<file path="config.mk">
export PLATFORM = sky130hd
export DESIGN_NAME = i2c_sensor_target
export DESIGN_NICKNAME = d
export VERILOG_FILES = /design/src/rtl/i2c_sensor_target.sv
export SDC_FILE = /design/constraint.sdc
export NUM_CORES = 1
export LEC_CHECK = 0
export ABC_AREA = 1
export CORE_MARGIN = 4
export CORE_UTILIZATION = 57
export CTS_CLUSTER_SIZE = 20
export DETAILED_ROUTE_END_ITERATION = 12
export HOLD_SLACK_MARGIN = 0.06
export PLACE_DENSITY_LB_ADDON = 0.05
export SYNTH_ARGS = -nofsm -noshare
export SYNTH_HDL_FRONTEND = slang
export SYNTH_SLANG_ARGS = --single-unit
</file>
<file path="constraint.sdc">
create_clock -name clk -period 1.9 [get_ports clk]
set_input_delay 0.38 -clock clk [delete_from_list [all_inputs] [get_ports clk]]
set_output_delay 0.38 -clock clk [all_outputs]
set_load 0.05 [all_outputs]
</file>
<file path="src/rtl/i2c_sensor_target.sv">
// I2C target serving a 16-bit result register (pointer 0) and a 16-bit config register (pointer 1).
// Define I2C_TARGET_TIMEOUT_EN to add an SCL-stuck-low bus timeout.
module i2c_sensor_target #(
  parameter logic [6:0]  TARGET_ADDR    = 7'h48,
  parameter logic [15:0] CFG_RESET      = 16'h0000,
  parameter logic [19:0] TIMEOUT_CYCLES = 20'd100000
) (
  input  logic        clk,
  input  logic        rst,
  input  logic        scl,
  input  logic        sda_in,
  output logic        sda_oe,
  input  logic [15:0] result_in,
  output logic [15:0] cfg_out,
  output logic        cfg_wr,
  output logic        rd_strobe,
  output logic        busy
);

  typedef enum logic [2:0] {
    IDLE, ADDR, ADDR_ACK, RX_BYTE, RX_ACK, TX_BYTE, TX_ACK, WAIT_STOP
  } state_t;

  state_t      state, state_n;
  logic        scl_s1, scl_s2, scl_h, sda_s1, sda_s2, sda_h;
  logic [3:0]  bit_cnt, bit_cnt_n;
  logic [7:0]  sreg, sreg_n, sreg_shift, tx_sh, tx_sh_n, tx_byte, msb_stage, msb_n;
  logic [15:0] snap, snap_n, sel_word, cfg_n;
  logic [1:0]  pointer, pointer_n;
  logic        byte_idx, byte_idx_n, rx_first, rx_first_n, rx_lsb, rx_lsb_n;
  logic        sda_oe_n, busy_n, cfg_wr_n, rd_strobe_n;
  logic        scl_rise, scl_fall, start_det, stop_det, timeout;

  assign scl_rise   = scl_s2 & ~scl_h;
  assign scl_fall   = ~scl_s2 & scl_h;
  // Requiring SCL high on both the current and history sample rejects SDA moving with SCL.
  assign start_det  = scl_s2 & scl_h & ~sda_s2 & sda_h;
  assign stop_det   = scl_s2 & scl_h & sda_s2 & ~sda_h;
  assign sreg_shift = {sreg[6:0], sda_s2};

  always_comb begin
    case (pointer)
      2'd0:    sel_word = snap;
      2'd1:    sel_word = cfg_out;
      default: sel_word = 16'h0000;
    endcase
    tx_byte = byte_idx ? sel_word[7:0] : sel_word[15:8];
  end

`ifdef I2C_TARGET_TIMEOUT_EN
  logic [19:0] to_cnt;
  always_ff @(posedge clk) begin
    if (rst || scl_s2 || !busy) to_cnt <= 20'd0;
    else                        to_cnt <= to_cnt + 20'd1;
  end
  assign timeout = busy & ~scl_s2 & (to_cnt == TIMEOUT_CYCLES - 20'd1);
`else
  assign timeout = 1'b0;
`endif

  always_comb begin
    state_n     = state;
    sda_oe_n    = sda_oe;
    bit_cnt_n   = bit_cnt;
    sreg_n      = sreg;
    tx_sh_n     = tx_sh;
    byte_idx_n  = byte_idx;
    busy_n      = busy;
    pointer_n   = pointer;
    cfg_n       = cfg_out;
    msb_n       = msb_stage;
    rx_first_n  = rx_first;
    rx_lsb_n    = rx_lsb;
    snap_n      = snap;
    cfg_wr_n    = 1'b0;
    rd_strobe_n = 1'b0;
    if (timeout) begin
      state_n  = IDLE;
      sda_oe_n = 1'b0;
      busy_n   = 1'b0;
    end else if (start_det) begin
      state_n   = ADDR;
      bit_cnt_n = 4'd0;
      sda_oe_n  = 1'b0;
      busy_n    = 1'b0;
    end else if (stop_det) begin
      state_n  = IDLE;
      sda_oe_n = 1'b0;
      busy_n   = 1'b0;
    end else begin
      case (state)
        ADDR: begin
          if (scl_rise && bit_cnt != 4'd8) begin
            sreg_n    = sreg_shift;
            bit_cnt_n = bit_cnt + 4'd1;
            if (bit_cnt == 4'd7) begin
              if (sreg_shift[7:1] == TARGET_ADDR) busy_n = 1'b1;
              else                                state_n = WAIT_STOP;
            end
          end else if (scl_fall && bit_cnt == 4'd8) begin
            sda_oe_n    = 1'b1;
            state_n     = ADDR_ACK;
            snap_n      = result_in;
            rd_strobe_n = 1'b1;
            byte_idx_n  = 1'b0;
          end
        end
        ADDR_ACK: begin
          if (scl_fall) begin
            if (sreg[0]) begin
              tx_sh_n   = tx_byte;
              sda_oe_n  = ~tx_byte[7];
              bit_cnt_n = 4'd1;
              state_n   = TX_BYTE;
            end else begin
              sda_oe_n   = 1'b0;
              bit_cnt_n  = 4'd0;
              rx_first_n = 1'b1;
              rx_lsb_n   = 1'b0;
              state_n    = RX_BYTE;
            end
          end
        end
        TX_BYTE: begin
          if (scl_fall) begin
            if (bit_cnt == 4'd8) begin
              sda_oe_n = 1'b0;
              state_n  = TX_ACK;
            end else begin
              sda_oe_n  = ~tx_sh[6];
              tx_sh_n   = {tx_sh[6:0], 1'b0};
              bit_cnt_n = bit_cnt + 4'd1;
            end
          end
        end
        TX_ACK: begin
          // The first event after entry is the ACK rise, so a fall here always follows an ACK.
          if (scl_rise) begin
            if (sda_s2) state_n = WAIT_STOP;
            else        byte_idx_n = ~byte_idx;
          end else if (scl_fall) begin
            tx_sh_n   = tx_byte;
            sda_oe_n  = ~tx_byte[7];
            bit_cnt_n = 4'd1;
            state_n   = TX_BYTE;
          end
        end
        RX_BYTE: begin
          if (scl_rise && bit_cnt != 4'd8) begin
            sreg_n    = sreg_shift;
            bit_cnt_n = bit_cnt + 4'd1;
          end else if (scl_fall && bit_cnt == 4'd8) begin
            sda_oe_n  = 1'b1;
            bit_cnt_n = 4'd0;
            state_n   = RX_ACK;
            if (rx_first) begin
              pointer_n  = sreg[1:0];
              rx_first_n = 1'b0;
            end else if (!rx_lsb) begin
              msb_n    = sreg;
              rx_lsb_n = 1'b1;
            end else begin
              rx_lsb_n = 1'b0;
              if (pointer == 2'd1) begin
                cfg_n    = {msb_stage, sreg};
                cfg_wr_n = 1'b1;
              end
            end
          end
        end
        RX_ACK: begin
          if (scl_fall) begin
            sda_oe_n  = 1'b0;
            bit_cnt_n = 4'd0;
            state_n   = RX_BYTE;
          end
        end
        default: ;
      endcase
    end
  end

  always_ff @(posedge clk) begin
    if (rst) begin
      {scl_s1, scl_s2, scl_h} <= 3'b111;
      {sda_s1, sda_s2, sda_h} <= 3'b111;
      state     <= IDLE;
      sda_oe    <= 1'b0;
      bit_cnt   <= 4'd0;
      sreg      <= 8'h00;
      tx_sh     <= 8'h00;
      byte_idx  <= 1'b0;
      busy      <= 1'b0;
      pointer   <= 2'd0;
      cfg_out   <= CFG_RESET;
      msb_stage <= 8'h00;
      rx_first  <= 1'b0;
      rx_lsb    <= 1'b0;
      snap      <= 16'h0000;
      cfg_wr    <= 1'b0;
      rd_strobe <= 1'b0;
    end else begin
      {scl_s1, scl_s2, scl_h} <= {scl, scl_s1, scl_s2};
      {sda_s1, sda_s2, sda_h} <= {sda_in, sda_s1, sda_s2};
      state     <= state_n;
      sda_oe    <= sda_oe_n;
      bit_cnt   <= bit_cnt_n;
      sreg      <= sreg_n;
      tx_sh     <= tx_sh_n;
      byte_idx  <= byte_idx_n;
      busy      <= busy_n;
      pointer   <= pointer_n;
      cfg_out   <= cfg_n;
      msb_stage <= msb_n;
      rx_first  <= rx_first_n;
      rx_lsb    <= rx_lsb_n;
      snap      <= snap_n;
      cfg_wr    <= cfg_wr_n;
      rd_strobe <= rd_strobe_n;
    end
  end

endmodule

</file>
==> reports/metrics.csv, run 1 <==
stage,metric,value,unit
detailed_routing,Via density,5.56,
finish,final core utilization,72.2,%
cts,CTS buffer count,9,
die,num ports,40,
critical_path,Worst Reg2Reg Path Length in Cells,9,
global_routing,first-pass GRT wire length,16900,µm
cts,H-tree lvl count,3,
finish,# diodes,0,
detailed_routing,First-pass DRT Iterations,5,
finish,share of layout cells above drive strength 1,16.7,%
finish,fillcell total,574,
yosys,asr flop ratio synth,0,%
yosys,"flops & latches, synth",77,
critical_path,Crit path buffers/inverters,1,
sta,Max Clock Skew,0.0149,ns
hold_path,worst hold path depth,1,
die,Chip Height,90.8,µm
sta,worst setup margin,0.0515,ns
hold_path,hold endpoint,sda_s2$_SDFF_PP1_,
finish,final cell count without fillers,676,
yosys,Synth area leaders,"dfxtp_1 39%, nand2_1 9.8%, nor2_1 7.1%",
hold_path,Hold WC Path Type,reg2reg,
die,Die X-Extent,90.8,µm
critical_path,Max Fanout on Critical Path,1,
flow_run,MaxCap Viol Count,0,
global_routing,vias in the first global route,3489,
detailed_routing,1st-iter DRT viols,278,
pwr,"Power, Total",4.65,mW
detailed_routing,vias after detailed routing,3760,
finish,Layout Nets,621,
global_routing,All-Layer GR Usage,25.6,%
yosys,ys flop type,dfxtp_1,
sta,Final period util,97.3,%
sta,crit path time final,1.85,ns
yosys,post-synthesis sequential area ratio,39.4,%
sta,Worst Hold Slack,0.412,ns
global_routing,grt ovf,0,
critical_path,crit path cell chain,clkdlybuf4s50_1,
critical_path,worst reg2reg startpoint,state[0]$_SDFFE_PP0P_,
placement,dpl cell area,4380,µm²
cts,CTS sink cnt,77,
yosys,Synth area leader,dfxtp_1,
detailed_routing,Post-DRT Antenna Nets,0,
cts,Max Buffers Root-to-Sink,2,
critical_path,Arrival @ worst endpoint,1.47,ns
critical_path,"Largest delay share family, worst path",buffers and inverters,
sta,Final Max Slew Viols,0,
critical_path,R2R Path End,snap[15]$_SDFFE_PP0P_,
finish,post-route cell area,4690,µm²
die,num rows,29,
yosys,Post-Synthesis Cells,542,
global_routing,initial antenna violation count,0,
cts,hold buffers post-CTS,0,
status,status,"finished, final reports clean",
sta,Slew Limit Headroom,66.6,%
cts,clock latency at the later pin of the worst-skew pair,0.35,ns
finish,area grow syn2layout,20.0,%
critical_path,Crit Path Class,reg2out,
critical_path,R2R setup slack,0.08,ns
yosys,Synth top cells by count,"102 x nand2_1, 77 x dfxtp_1, 74 x nor2_1, 60 x inv_1",
die,Floorplan Core Area,6490,µm²
cts,clock root cell,clkbuf_8,
yosys,syn nets,567,
cts,CTS tree,done,
placement,port buffer count,39,
pwr,PwrDens,991,nW/µm²
critical_path,Worst Path Required,1.52,ns
yosys,Mapped Area,3910,µm²
die,DIE AREA,8240,µm²
global_routing,largest net degree at the start of global routing,60,
yosys,"Distinct cells, synth",41,
detailed_routing,DRT Wirelength,10500,µm
hold_path,Hold Startpoint,sda_s1$_SDFF_PP1_,
sta,Hold Fails Final Rpt,0,
placement,GPL Wtd Cong,0.938,
critical_path,CP max-delay cell,clkdlybuf4s50_1,
sta,Worst-Margin Slew,0.499,ns
critical_path,crit path launch type,register,
die,initial core utilization,60.2,%
sta,Finish-stage setup viols,0,
pwr,Leak,2.16,nW
detailed_routing,Routed WL per cell,15.5,µm
placement,Setup WS pre-CTS,-0.0149,ns
yosys,"count leader, synth",nand2_1,
placement,Final HPWL DP,7620,µm
critical_path,critical path depth in cells,1,
sta,Final TNS setup,0,ns
pwr,Peak VDD IR,0.663,mV
critical_path,Max stage delay on crit path,0.80,ns
yosys,Post-synth EDFFs,0,
critical_path,Worst setup EP type,output port,
sta,fmax,541,MHz
yosys,syn_area_per_cell,7.21,µm²
placement,placed instance count,654,
cts,clock transition at the registers of the reported paths,0.07,ns
yosys,Yosys warnings,0,
detailed_routing,# DRC,0,
critical_path,worst setup path start,cfg_wr$_SDFF_PP0_,
yosys,share of the synthesized area in the top cell type,39.4,%
[metal layers]
layer  GRT usage (%)  wire (µm)
met2            41.2       4980
met3            4.33        596
met4            9.42        211
met1            34.3       4720
met5               0          0
[state kept, by name, indices dropped and copies added (netlist names)]
signal,flops
sda_s1,1
cfg_wr,1
sda_oe,1
sda_s2,1
scl_h,1
cfg_out,16
scl_s2,1
rx_first,1
sda_h,1
busy,1
tx_sh,7
byte_idx,1
pointer,2
bit_cnt,4
scl_s1,1
snap,16
msb_stage,8
state,3
rx_lsb,1
sreg,8
rd_strobe,1
[repair_timing]
item                                    4_1_cts  5_1_grt
buffers inserted                              0        6
resized for setup                             6       16
endpoints found under the setup margin       11       45
gates cloned                                  0        2
pin swaps                                     0        1
[cell families after synthesis]
group | Yosys count | synth area share [%]
AO/OA/AOI/OAI | 127 | 18.3
XOR/XNOR | 2 | 0.448
adder cells (fa/ha/maj) | 5 | 1.60
buffers and inverters | 95 | 11.8
flip-flops | 77 | 39.4
AND/OR/NAND/NOR | 236 | 28.4
[worst max-delay path by stage]
| stage | to | slack, ns |
|---|---|---|
| after global placement | snap[8]$_SDFFE_PP0P_ | -0.01 |
| after floorplan | snap[8]$_SDFFE_PP0P_ | 0.31 |
| final | cfg_wr | 0.05 |
| after global routing | cfg_out[14]$_SDFFE_PP0P_ | -0.04 |
| after CTS | busy | 0.01 |
| after detailed placement | snap[8]$_SDFFE_PP0P_ | -0.01 |
[layout by cell type, fill, tap and decap left out, types with 4 or more instances in the layout]
master and n:
a21oi_1 51, buf_12 4, buf_4 29, clkbuf_8 9, clkdlybuf4s50_1 21, dfxtp_1 76
dlymetal6s2s_1 4, inv_1 59, inv_2 8, nand2_1 101, nand2_4 6, nand3_1 27
nand3_2 5, nor2_1 73, nor2_4 6, o211ai_1 5, o21ai_0 48, o21ai_1 5
o221ai_1 8, or2_2 4
[final cells by class]
cell class,count,area [µm²],share of cell area (%)
repair buffers,61,584,12.5
multi-input cells,372,1960,41.7
flip-flops and latches,77,1540,32.9
clock buffers,9,124,2.64
inverters,75,308,6.56
well taps,77,96.3,2.05
clock inverters,5,77.6,1.65
[report_power, final]
| part | internal, mW | switching (mW) |
|---|---|---|
| sequential | 1.73 | 0.120 |
| combinational | 0.571 | 0.928 |
| clock | 0.720 | 0.582 |
| total | 3.02 | 1.63 |
No activity file was read; power rests on OpenSTA's default activity.
==> inputs of run 2 (changes only) <==
Settings changed: CORE_UTILIZATION 57 to 60, DONT_BUFFER_PORTS set to 1.
==> reports/metrics.csv, run 2 (synthesized netlist as in run 1, its figures left out) <==
stage,metric,value,unit
sta,worst setup margin,0.132,ns
critical_path,Max stage delay on crit path,0.34,ns
cts,clock transition at the registers of the reported paths,0.09,ns
detailed_routing,metal3 WL,565,µm
sta,Slew Limit Headroom,65.5,%
finish,final core utilization,68.2,%
placement,Final HPWL DP,7110,µm
die,num rows,29,
die,Chip Height,88.7,µm
cts,CTS tree,done,
critical_path,worst reg2reg startpoint,bit_cnt[0]$_SDFFE_PP0P_,
detailed_routing,met1 wire length,4480,µm
global_routing,initial antenna violation count,0,
detailed_routing,# DRC,2,
global_routing,largest net degree at the start of global routing,42,
finish,# diodes,0,
status,failing checks,design-rule violations,
critical_path,Arrival @ worst endpoint,2.02,ns
sta,crit path time final,1.77,ns
sta,Worst-Margin Slew,0.517,ns
detailed_routing,vias after detailed routing,3580,
cts,clock root cell,clkbuf_8,
finish,Layout Nets,593,
die,Floorplan Core Area,6350,µm²
sta,Hold Fails Final Rpt,0,
cts,H-tree lvl count,3,
die,num ports,40,
detailed_routing,Routed WL per cell,14.8,µm
critical_path,crit path launch type,register,
detailed_routing,Post-DRT Antenna Nets,0,
pwr,Peak VDD IR,0.743,mV
detailed_routing,Via density,5.51,
die,Die X-Extent,88.7,µm
placement,GPL Wtd Cong,0.986,
finish,most frequent cells in the layout,"101 x nand2_1, 76 x dfxtp_1, 74 x nor2_1, 60 x inv_1",
finish,"leading cell type in the layout, fill and taps excluded",nand2_1,
hold_path,worst hold path depth,1,
global_routing,grt ovf,0,
critical_path,Worst Path Required,2.16,ns
placement,Setup WS pre-CTS,0.0411,ns
finish,area grow syn2layout,10.8,%
critical_path,Crit Path Class,reg2reg,
finish,biggest regs,"cfg_out (16), snap (16)",
hold_path,Hold Startpoint,rst,
detailed_routing,First-pass DRT Iterations,10,
global_routing,first-pass GRT wire length,15600,µm
critical_path,critical path depth in cells,9,
die,initial core utilization,61.5,%
sta,Final Max Slew Viols,0,
critical_path,worst setup path start,bit_cnt[0]$_SDFFE_PP0P_,
cts,clock latency at the later pin of the worst-skew pair,0.37,ns
critical_path,Worst Reg2Reg Path Length in Cells,9,
cts,Max Buffers Root-to-Sink,2,
critical_path,Max Fanout on Critical Path,26,
sta,Max Clock Skew,0.0130,ns
pwr,Leak,1.96,nW
sta,fmax,566,MHz
global_routing,All-Layer GR Usage,25.7,%
critical_path,Crit path buffers/inverters,3,
finish,post-route cell area,4330,µm²
status,status,finished with violations,
sta,Worst Hold Slack,0.0717,ns
cts,hold buffers post-CTS,0,
pwr,PwrDens,1000,nW/µm²
global_routing,vias in the first global route,3261,
cts,CTS sink cnt,77,
flow_run,MaxCap Viol Count,0,
placement,port buffer count,0,
sta,Final TNS setup,0,ns
critical_path,crit path cell chain,inv_1 -> ha_2 -> nand4_4 -> nor2_2 -> inv_2 -> nor2_4 -> inv_4 -> o21ai_0 -> a21oi_1,
detailed_routing,metal2 WL,4430,µm
detailed_routing,max layer used,met4,
die,DIE AREA,7870,µm²
critical_path,Worst setup EP type,register,
placement,dpl cell area,4100,µm²
sta,Finish-stage setup viols,0,
finish,share of layout cells above drive strength 1,17.5,%
detailed_routing,1st-iter DRT viols,225,
hold_path,Hold WC Path Type,in2reg,
critical_path,CP max-delay cell,dfxtp_1,
cts,CTS buffer count,9,
detailed_routing,DRT Wirelength,9630,µm
sta,RSZ-0062 raised after global routing,yes,
sta,Final period util,93.0,%
finish,fillcell total,570,
critical_path,"Largest delay share family, worst path",simple AND/OR/NAND/NOR gates,
[run 2: final cells by class]
type / count / area (µm²) / area share (%)
clock buffer: 9 / 124 / 2.86
clock inverter: 7 / 57.6 / 1.33
timing repair buffer: 35 / 288 / 6.65
tap: 77 / 96.3 / 2.23
multi-input combinational: 370 / 1920 / 44.3
sequential: 77 / 1540 / 35.6
inverter: 75 / 300 / 6.94
[run 2: metrics by stage]
| stage | cells | power [mW] |
|---|---|---|
| 2_1_floorplan | 542 | 2.98 |
| 3_3_place_gp | 630 | 3.18 |
| 3_5_place_dp | 630 | 3.19 |
| 4_1_cts | 646 | 4.35 |
| 5_1_grt | 650 | 4.62 |
| 6_report | 650 | 4.34 |
[run 2: worst paths after layout]
kind	to	slack, ns
setup / recovery	snap[2]$_SDFFE_PP0P_	0.13
hold / removal	rx_lsb$_SDFFE_PP0P_	0.07
setup reg to reg	snap[2]$_SDFFE_PP0P_	0.13
hold reg to reg	scl_s2$_SDFF_PP1_	0.42
[run 2: routing by layer]
metal / global-route usage, % / vias up
li1: - / 1799
met1: 35.3 / 1654
met2: 40.1 / 113
met3: 5.31 / 14
met4: 8.93 / 0
met5: 0 / -
[run 2: repair_timing]
action	CTS	global route
setup endpoints to repair	0	33
setup buffers	0	4
gates resized for setup	0	7
[run 2: worst reg2reg max path, cell delays in order (launching register included)]
cell and delay, ns:
dfxtp_1 0.34, inv_1 0.12, ha_2 0.23, nand4_4 0.16
nor2_2 0.18, inv_2 0.07, nor2_4 0.19, inv_4 0.13
o21ai_0 0.19, a21oi_1 0.06
[run 2: power by group]
| group | switching (mW) | leakage, nW | internal, mW |
|---|---|---|---|
| registers | 0.148 | 0.623 | 1.73 |
| logic | 0.837 | 1.25 | 0.463 |
| clock network | 0.678 | 0.0877 | 0.489 |
| total | 1.66 | 1.96 | 2.68 |
